`config.mk`:
```
export PLATFORM = sky130hd
export DESIGN_NAME = buzzer_seq_flat
export DESIGN_NICKNAME = d
export VERILOG_FILES = /design/src/rtl/buzzer_seq_if.sv /design/src/rtl/buzzer_seq.sv /design/src/flat_wrapper.sv
export SDC_FILE = /design/constraint.sdc
export NUM_CORES = 1
export LEC_CHECK = 0
export CAP_MARGIN = 5
export CORE_MARGIN = 5
export CORE_UTILIZATION = 40
export CTS_CLUSTER_SIZE = 40
export DETAILED_ROUTE_END_ITERATION = 7
export PLACE_DENSITY = 0.64
export SLEW_MARGIN = 20
export SYNTH_ARGS = -nofsm -noshare
export SYNTH_HDL_FRONTEND = slang
export SYNTH_SLANG_ARGS = --single-unit
```
`constraint.sdc`:
```
create_clock -name clk -period 2.8 [get_ports clk]
set_input_delay 0.28 -clock clk [delete_from_list [all_inputs] [get_ports clk]]
set_output_delay 0.28 -clock clk [all_outputs]
set_load 0.01 [all_outputs]
```
`src/rtl/buzzer_seq_if.sv`:
```
// Host-control and DMA-read signal bundle for the buzzer script sequencer.
// The slave modport is the sequencer's view; master is the host/memory side.
interface buzzer_seq_if;
   logic        go;
   logic [15:0] baseAddr;
   logic        halt;
   logic        busy;
   logic        cmdStart;
   logic [23:0] cmdOut;
   logic        startDMA;
   logic [15:0] addrDMA;
   logic [15:0] fromMemDMA;
   logic        rdyDMA;

   modport slave (
      input  go, baseAddr, halt, fromMemDMA, rdyDMA,
      output busy, cmdStart, cmdOut, startDMA, addrDMA
   );

   modport master (
      output go, baseAddr, halt, fromMemDMA, rdyDMA,
      input  busy, cmdStart, cmdOut, startDMA, addrDMA
   );
endinterface

```
`src/rtl/buzzer_seq.sv`:
```
// Script player: fetches two-word records over a single-outstanding DMA port
// and turns them into buzzer commands, timed waits, jumps or end-of-script.
module buzzer_seq #(
   parameter int TICK_DIV = 50000
) (
   input  logic           clk,
   input  logic           rst,
   buzzer_seq_if.slave    bus
);

   localparam int              PW        = $clog2(TICK_DIV);
   localparam logic [PW-1:0]   PRESC_MAX = PW'(TICK_DIV - 1);
   localparam logic [7:0]      OP_WAIT   = 8'hF0;
   localparam logic [7:0]      OP_JUMP   = 8'hF1;
   localparam logic [7:0]      OP_END    = 8'hFF;

   typedef enum logic [2:0] {
      S_IDLE,
      S_REQ_A,
      S_WAIT_A,
      S_REQ_B,
      S_WAIT_B,
      S_DECODE,
      S_DELAY
   } state_t;

   state_t         r_state,    w_state_next;
   logic [15:0]    r_ptr,      w_ptr_next;
   logic [15:0]    r_count,    w_count_next;
   logic [PW-1:0]  r_presc,    w_presc_next;
   logic [7:0]     r_opcode,   w_opcode_next;
   logic [15:0]    r_arg,      w_arg_next;
   logic [23:0]    r_cmd_hold, w_cmd_hold_next;
   logic           w_cmd_start;
   logic           w_start_dma;

   always_ff @(posedge clk or posedge rst) begin
      if (rst) begin
         r_state    <= S_IDLE;
         r_ptr      <= '0;
         r_count    <= '0;
         r_presc    <= '0;
         r_opcode   <= '0;
         r_arg      <= '0;
         r_cmd_hold <= '0;
      end else begin
         r_state    <= w_state_next;
         r_ptr      <= w_ptr_next;
         r_count    <= w_count_next;
         r_presc    <= w_presc_next;
         r_opcode   <= w_opcode_next;
         r_arg      <= w_arg_next;
         r_cmd_hold <= w_cmd_hold_next;
      end
   end

   always_comb begin
      w_state_next    = r_state;
      w_ptr_next      = r_ptr;
      w_count_next    = r_count;
      w_presc_next    = r_presc;
      w_opcode_next   = r_opcode;
      w_arg_next      = r_arg;
      w_cmd_hold_next = r_cmd_hold;
      w_cmd_start     = 1'b0;
      w_start_dma     = 1'b0;

      // halt wins over everything, including a same-cycle go or rdyDMA
      if (bus.halt) begin
         w_state_next = S_IDLE;
      end else begin
         unique case (r_state)
            S_IDLE: begin
               if (bus.go) begin
                  w_ptr_next   = bus.baseAddr;
                  w_presc_next = '0;
                  w_state_next = S_REQ_A;
               end
            end
            S_REQ_A: begin
               w_start_dma  = 1'b1;
               w_state_next = S_WAIT_A;
            end
            S_WAIT_A: begin
               if (bus.rdyDMA) begin
                  w_opcode_next = bus.fromMemDMA[15:8];
                  w_ptr_next    = r_ptr + 16'd1;
                  w_state_next  = S_REQ_B;
               end
            end
            S_REQ_B: begin
               w_start_dma  = 1'b1;
               w_state_next = S_WAIT_B;
            end
            S_WAIT_B: begin
               if (bus.rdyDMA) begin
                  w_arg_next   = bus.fromMemDMA;
                  w_ptr_next   = r_ptr + 16'd1;
                  w_state_next = S_DECODE;
               end
            end
            S_DECODE: begin
               unique case (r_opcode)
                  OP_WAIT: begin
                     if (r_arg == 16'd0) begin
                        w_state_next = S_REQ_A;
                     end else begin
                        w_count_next = r_arg;
                        w_state_next = S_DELAY;
                     end
                  end
                  OP_JUMP: begin
                     w_ptr_next   = r_arg;
                     w_state_next = S_REQ_A;
                  end
                  OP_END: begin
                     w_state_next = S_IDLE;
                  end
                  default: begin
                     w_cmd_start     = 1'b1;
                     w_cmd_hold_next = {r_opcode, r_arg};
                     w_state_next    = S_REQ_A;
                  end
               endcase
            end
            S_DELAY: begin
               // prescaler wraps back to 0 so the next DELAY starts aligned
               if (r_presc == PRESC_MAX) begin
                  w_presc_next = '0;
                  w_count_next = r_count - 16'd1;
                  if (r_count == 16'd1) begin
                     w_state_next = S_REQ_A;
                  end
               end else begin
                  w_presc_next = r_presc + 1'b1;
               end
            end
            default: begin
               w_state_next = S_IDLE;
            end
         endcase
      end
   end

   assign bus.busy     = (r_state != S_IDLE);
   assign bus.cmdStart = w_cmd_start;
   assign bus.cmdOut   = w_cmd_start ? {r_opcode, r_arg} : r_cmd_hold;
   assign bus.startDMA = w_start_dma;
   assign bus.addrDMA  = r_ptr;

endmodule

```
`src/flat_wrapper.sv`:
```
// flat-port wrapper written by rule: the top's interface ports become plain ports
module buzzer_seq_flat 
#(
   parameter int TICK_DIV = 50000
)
  (clk, rst, bus_go, bus_baseAddr, bus_halt, bus_fromMemDMA, bus_rdyDMA, bus_busy, bus_cmdStart, bus_cmdOut, bus_startDMA, bus_addrDMA);
  buzzer_seq_if bus_i ();
  input  logic clk;
  input  logic rst;
  input wire logic [$bits(bus_i.go)-1:0] bus_go;
  input wire logic [$bits(bus_i.baseAddr)-1:0] bus_baseAddr;
  input wire logic [$bits(bus_i.halt)-1:0] bus_halt;
  input wire logic [$bits(bus_i.fromMemDMA)-1:0] bus_fromMemDMA;
  input wire logic [$bits(bus_i.rdyDMA)-1:0] bus_rdyDMA;
  output wire logic [$bits(bus_i.busy)-1:0] bus_busy;
  output wire logic [$bits(bus_i.cmdStart)-1:0] bus_cmdStart;
  output wire logic [$bits(bus_i.cmdOut)-1:0] bus_cmdOut;
  output wire logic [$bits(bus_i.startDMA)-1:0] bus_startDMA;
  output wire logic [$bits(bus_i.addrDMA)-1:0] bus_addrDMA;
  assign bus_i.go = bus_go;
  assign bus_i.baseAddr = bus_baseAddr;
  assign bus_i.halt = bus_halt;
  assign bus_i.fromMemDMA = bus_fromMemDMA;
  assign bus_i.rdyDMA = bus_rdyDMA;
  assign bus_busy = bus_i.busy;
  assign bus_cmdStart = bus_i.cmdStart;
  assign bus_cmdOut = bus_i.cmdOut;
  assign bus_startDMA = bus_i.startDMA;
  assign bus_addrDMA = bus_i.addrDMA;
  buzzer_seq #(.TICK_DIV(TICK_DIV)) u_core (.clk(clk), .rst(rst), .bus(bus_i));
endmodule
```
==> run_results.csv <==
group,metric,value,unit
run_status,status,"finished, final reports clean",
global_route,grt_overflow_total,0,
drt,wirelength,15800,um
logic_synthesis,synth_fp_nets,611,
logic_synthesis,synth_seq_cells,99,
cts,cts_max_path_buffers,2,
power_and_ir_drop,internal_power,3360,uW
cts,ctsHtreeMaxLevel,3,
drt,viasPerCell,5.93,
finish,drive_gt1_share,20.8,%
timing,rsz0062_at_grt,"false",
cts,clock_latency,0.35,ns
min_path,hold_class,"input pin to asynchronous set/reset pin",
setup_path,cp.required,2.52,ns
drt,first_pass_iters,6,
logic_synthesis,synth-async-reset-ratio,100,%
cts,path_clk_slew,0.07,ns
floorplanning,rows,43,
drt,wl_per_cell,18.8,um
timing,fin_tns_setup,0,ns
finish,syn2layout_area_growth,26.5,%
power_and_ir_drop,p_leak,0.00320,uW
setup_path,cp_max_fo,18,
timing,clock.fmax,369,MHz
setup_path,r2r_start,"u_core.r_presc[5]$_DFFE_PP0P_",
cts,cts_buffers,9,
logic_synthesis,syn_area,0.00568,mm^2
timing,min_period,2.71,ns
placed_design,hpwl,11200,um
finish,register_area,0.00248,mm^2
logic_synthesis,yosys.cell_types.count,69,
floorplanning,pin_count,80,
drt,num_vias,4993,
global_route,grt_pass1_vias,4782,
power_and_ir_drop,pwr-share-seq,42.1,%
setup_path,end_kind,"primary output",
logic_synthesis,synth_edf_count,0,
timing,hold_viol,0,
setup_path,r2r_slack,0.38,ns
drt,drt_iter0_markers,516,
logic_synthesis,synth_warnings,0,
power_and_ir_drop,ir_drop,0.000433,V
power_and_ir_drop,switchingPower,1850,uW
power_and_ir_drop,p_per_area,724,mW/mm^2
placed_design,routabilityCongestion,0.891,
power_and_ir_drop,clkPwrFrac,24.6,%
setup_path,rr_worst_depth,5,
setup_path,r2r-end,"u_core.r_count[11]$_DFFE_PP0P_",
cts,cts.sinks,99,
timing,slew-limit-headroom,33.6,%
run,drv_cap,0,
logic_synthesis,avgSynthCellArea,9.96,um^2
placed_design,io_buffers,79,
setup_path,worstSetupPathType,"flop to primary output",
global_route,grt_max_degree,100,
global_route,antenna_found_initial,0,
logic_synthesis,seq_area_frac_synth,43.6,%
timing,drv_slew,0,
floorplanning,die_x,129,um
setup_path,critPathLaunchType,"flop",
global_route,grt_use_total,19.3,%
finish,num_antenna_cells,0,
finish,fillers,1248,
floorplanning,start_util,40.9,%
cts,cts_tree,"yes",
floorplanning,dieArea,0.0167,mm^2
floorplanning,core_area,0.0139,mm^2
floorplanning,die_y,129,um
finish,fin_util,51.8,%
power_and_ir_drop,sw_frac_of_total,35.5,%
setup_path,worstPathArrival,2.43,ns
power_and_ir_drop,combPwrFrac,33.2,%
timing,tightest_slew,0.993,ns
cts,hold_buffers,0,
cts,clk_root_buffer_cell,"clkbuf_16",
logic_synthesis,syn_inst,570,
logic_synthesis,synth_top_cell_area_share,43.6,%
logic_synthesis,synth_ff_type,"dfrtp_1",
finish,finalNetCount,698,
logic_synthesis,synth_top_cell_by_area,"dfrtp_1",
global_route,grt_first_pass_wirelength,25500,um
timing,min_period_over_period,96.7,%
timing,worst_clock_skew,0.00612,ns
drt,post-route-drc-count,0,
timing,setup_viol,0,
logic_synthesis,ys_top_cells_by_area,"dfrtp_1 (44%), mux2_2 (14%), o21ai_0 (5.2%)",
finish,multi_input_area,0.00303,mm^2
drt,ant_nets,0,
## synth_stat cells (all sizes together) (2+ instances only)
cell	number
nor3b	3
nand4b	2
nand4	13
or3	6
ha	4
a32o	4
o2bb2ai	4
o31a	5
o221ai	2
a31oi	8
nor2b	6
or4	2
nand3b	5
clkbuf	24
mux2i	4
o221a	2
o21ai	62
a41oi	2
inv	11
o311ai	4
nand2	36
a22o	8
buf	11
a311oi	2
o41ai	5
dfrtp	99
a2bb2oi	3
nor2	39
a21o	3
mux2	73
and3	4
a22oi	14
and2	4
o21a	2
a21oi	18
a221oi	3
nor4	8
o31ai	5
nand3	15
nand2b	7
or2	2
nor3	15
o22ai	4
## power groups by stage
stage / sequential (uW) / clock (uW) / combinational [uW]
2_1_floorplan: 2130 / 0 / 899
5_1_grt: 2240 / 1370 / 1880
6_report: 2190 / 1280 / 1730
3_3_place_gp: 2200 / 0 / 1660
3_5_place_dp: 2220 / 0 / 1680
4_1_cts: 2190 / 1320 / 1710
## flip-flops by register name (all words and copies together), names as in the netlist
signal and flops:
u_core.r_count 16, u_core.r_presc 16, u_core.r_opcode 8, u_core.r_arg 16, u_core.r_state 3, u_core.bus.addrDMA 16, u_core.r_cmd_hold 24
## area by class of cell
type / count / share of cell area, %
Clock inverter: 6 / 0.992
Sequential cell: 99 / 34.5
Clock buffer: 10 / 3.19
Timing Repair Buffer: 111 / 15.4
Multi-Input combinational cell: 424 / 42.1
Tap cell: 180 / 3.13
Inverter: 12 / 0.679
## critical path: stages, from the launching register on
cell             delay, ns
dfrtp_1               0.40
or3_4                 0.41
nor2_4                0.14
nor3_2                0.06
buf_4                 0.15
buf_12                0.15
mux2_2                0.22
clkdlybuf4s50_1       0.53
## worst max-delay path by stage
stage	cells after the start	slack (ns)	to	startpoint
floorplan	6	0.63	u_core.r_count[9]$_DFFE_PP0P_	u_core.r_presc[11]$_DFFE_PP0P_
global placement	6	0.24	bus_cmdOut[17]	bus_halt
detailed placement	6	0.21	bus_cmdOut[10]	bus_halt
CTS	7	0.001	bus_cmdOut[10]	u_core.r_opcode[1]$_DFFE_PP0P_
global route	7	0.0005	bus_cmdOut[22]	u_core.r_opcode[5]$_DFFE_PP0P_
finish	7	0.09	bus_cmdOut[13]	u_core.r_opcode[1]$_DFFE_PP0P_
## per-layer routing
layer | wire length [um] | GRT usage (%)
met5 | 0 | 0
met4 | 354 | 5.87
met3 | 943 | 4.12
met2 | 7100 | 29.1
met1 | 7450 | 27.8
## logic make-up after synthesis
family,count (synthesis),share of synthesized area (%)
simple gates,174,16.8
compound gates,168,19.9
xor+xnor,1,0.154
flops,99,43.6
fa+ha+maj,4,0.881
buf+inv,47,3.44
mux,77,15.2
## cell usage in the layout (no fill, tap or decap), drive strengths merged, types with 5 or more instances in the layout
cell type,count
a21oi,18
a22o,8
a22oi,14
a31oi,8
buf,31
clkbuf,11
clkdlybuf4s50,67
dfrtp,99
dlymetal6s2s,12
inv,13
mux2,73
nand2,36
nand2b,7
nand3,15
nand3b,5
nand4,13
nor2,39
nor2b,6
nor3,15
nor4,8
o21ai,62
o31a,5
o31ai,5
o41ai,5
or3,6
## what timing repair did
| action | 4_1_cts | 5_1_grt |
|---|---|---|
| buffers inserted | 1 | 3 |
| gates cloned | 0 | 1 |
| gates resized for setup | 4 | 14 |
| endpoints found under the setup margin | 24 | 24 |
| endpoints found under the hold margin | 0 | 0 |
| pin swaps | 1 | 1 |
## through the flow
step / worst slack (ns) / power (uW) / cells / hold WS, ns / area, um^2
6_report: 0.0915 / 5200 / 842 / 0.397 / 7190
5_1_grt: 0.000517 / 5490 / 842 / 0.490 / 7190
4_1_cts: 0.00108 / 5210 / 838 / 0.453 / 7100
3_5_place_dp: 0.205 / 3900 / 821 / 0.475 / 6780
3_3_place_gp: 0.244 / 3860 / 821 / 0.474 / 6780
2_1_floorplan: 0.626 / 3030 / 570 / 0.431 / 5680
Note: power is estimated with default switching activity, not from simulation.
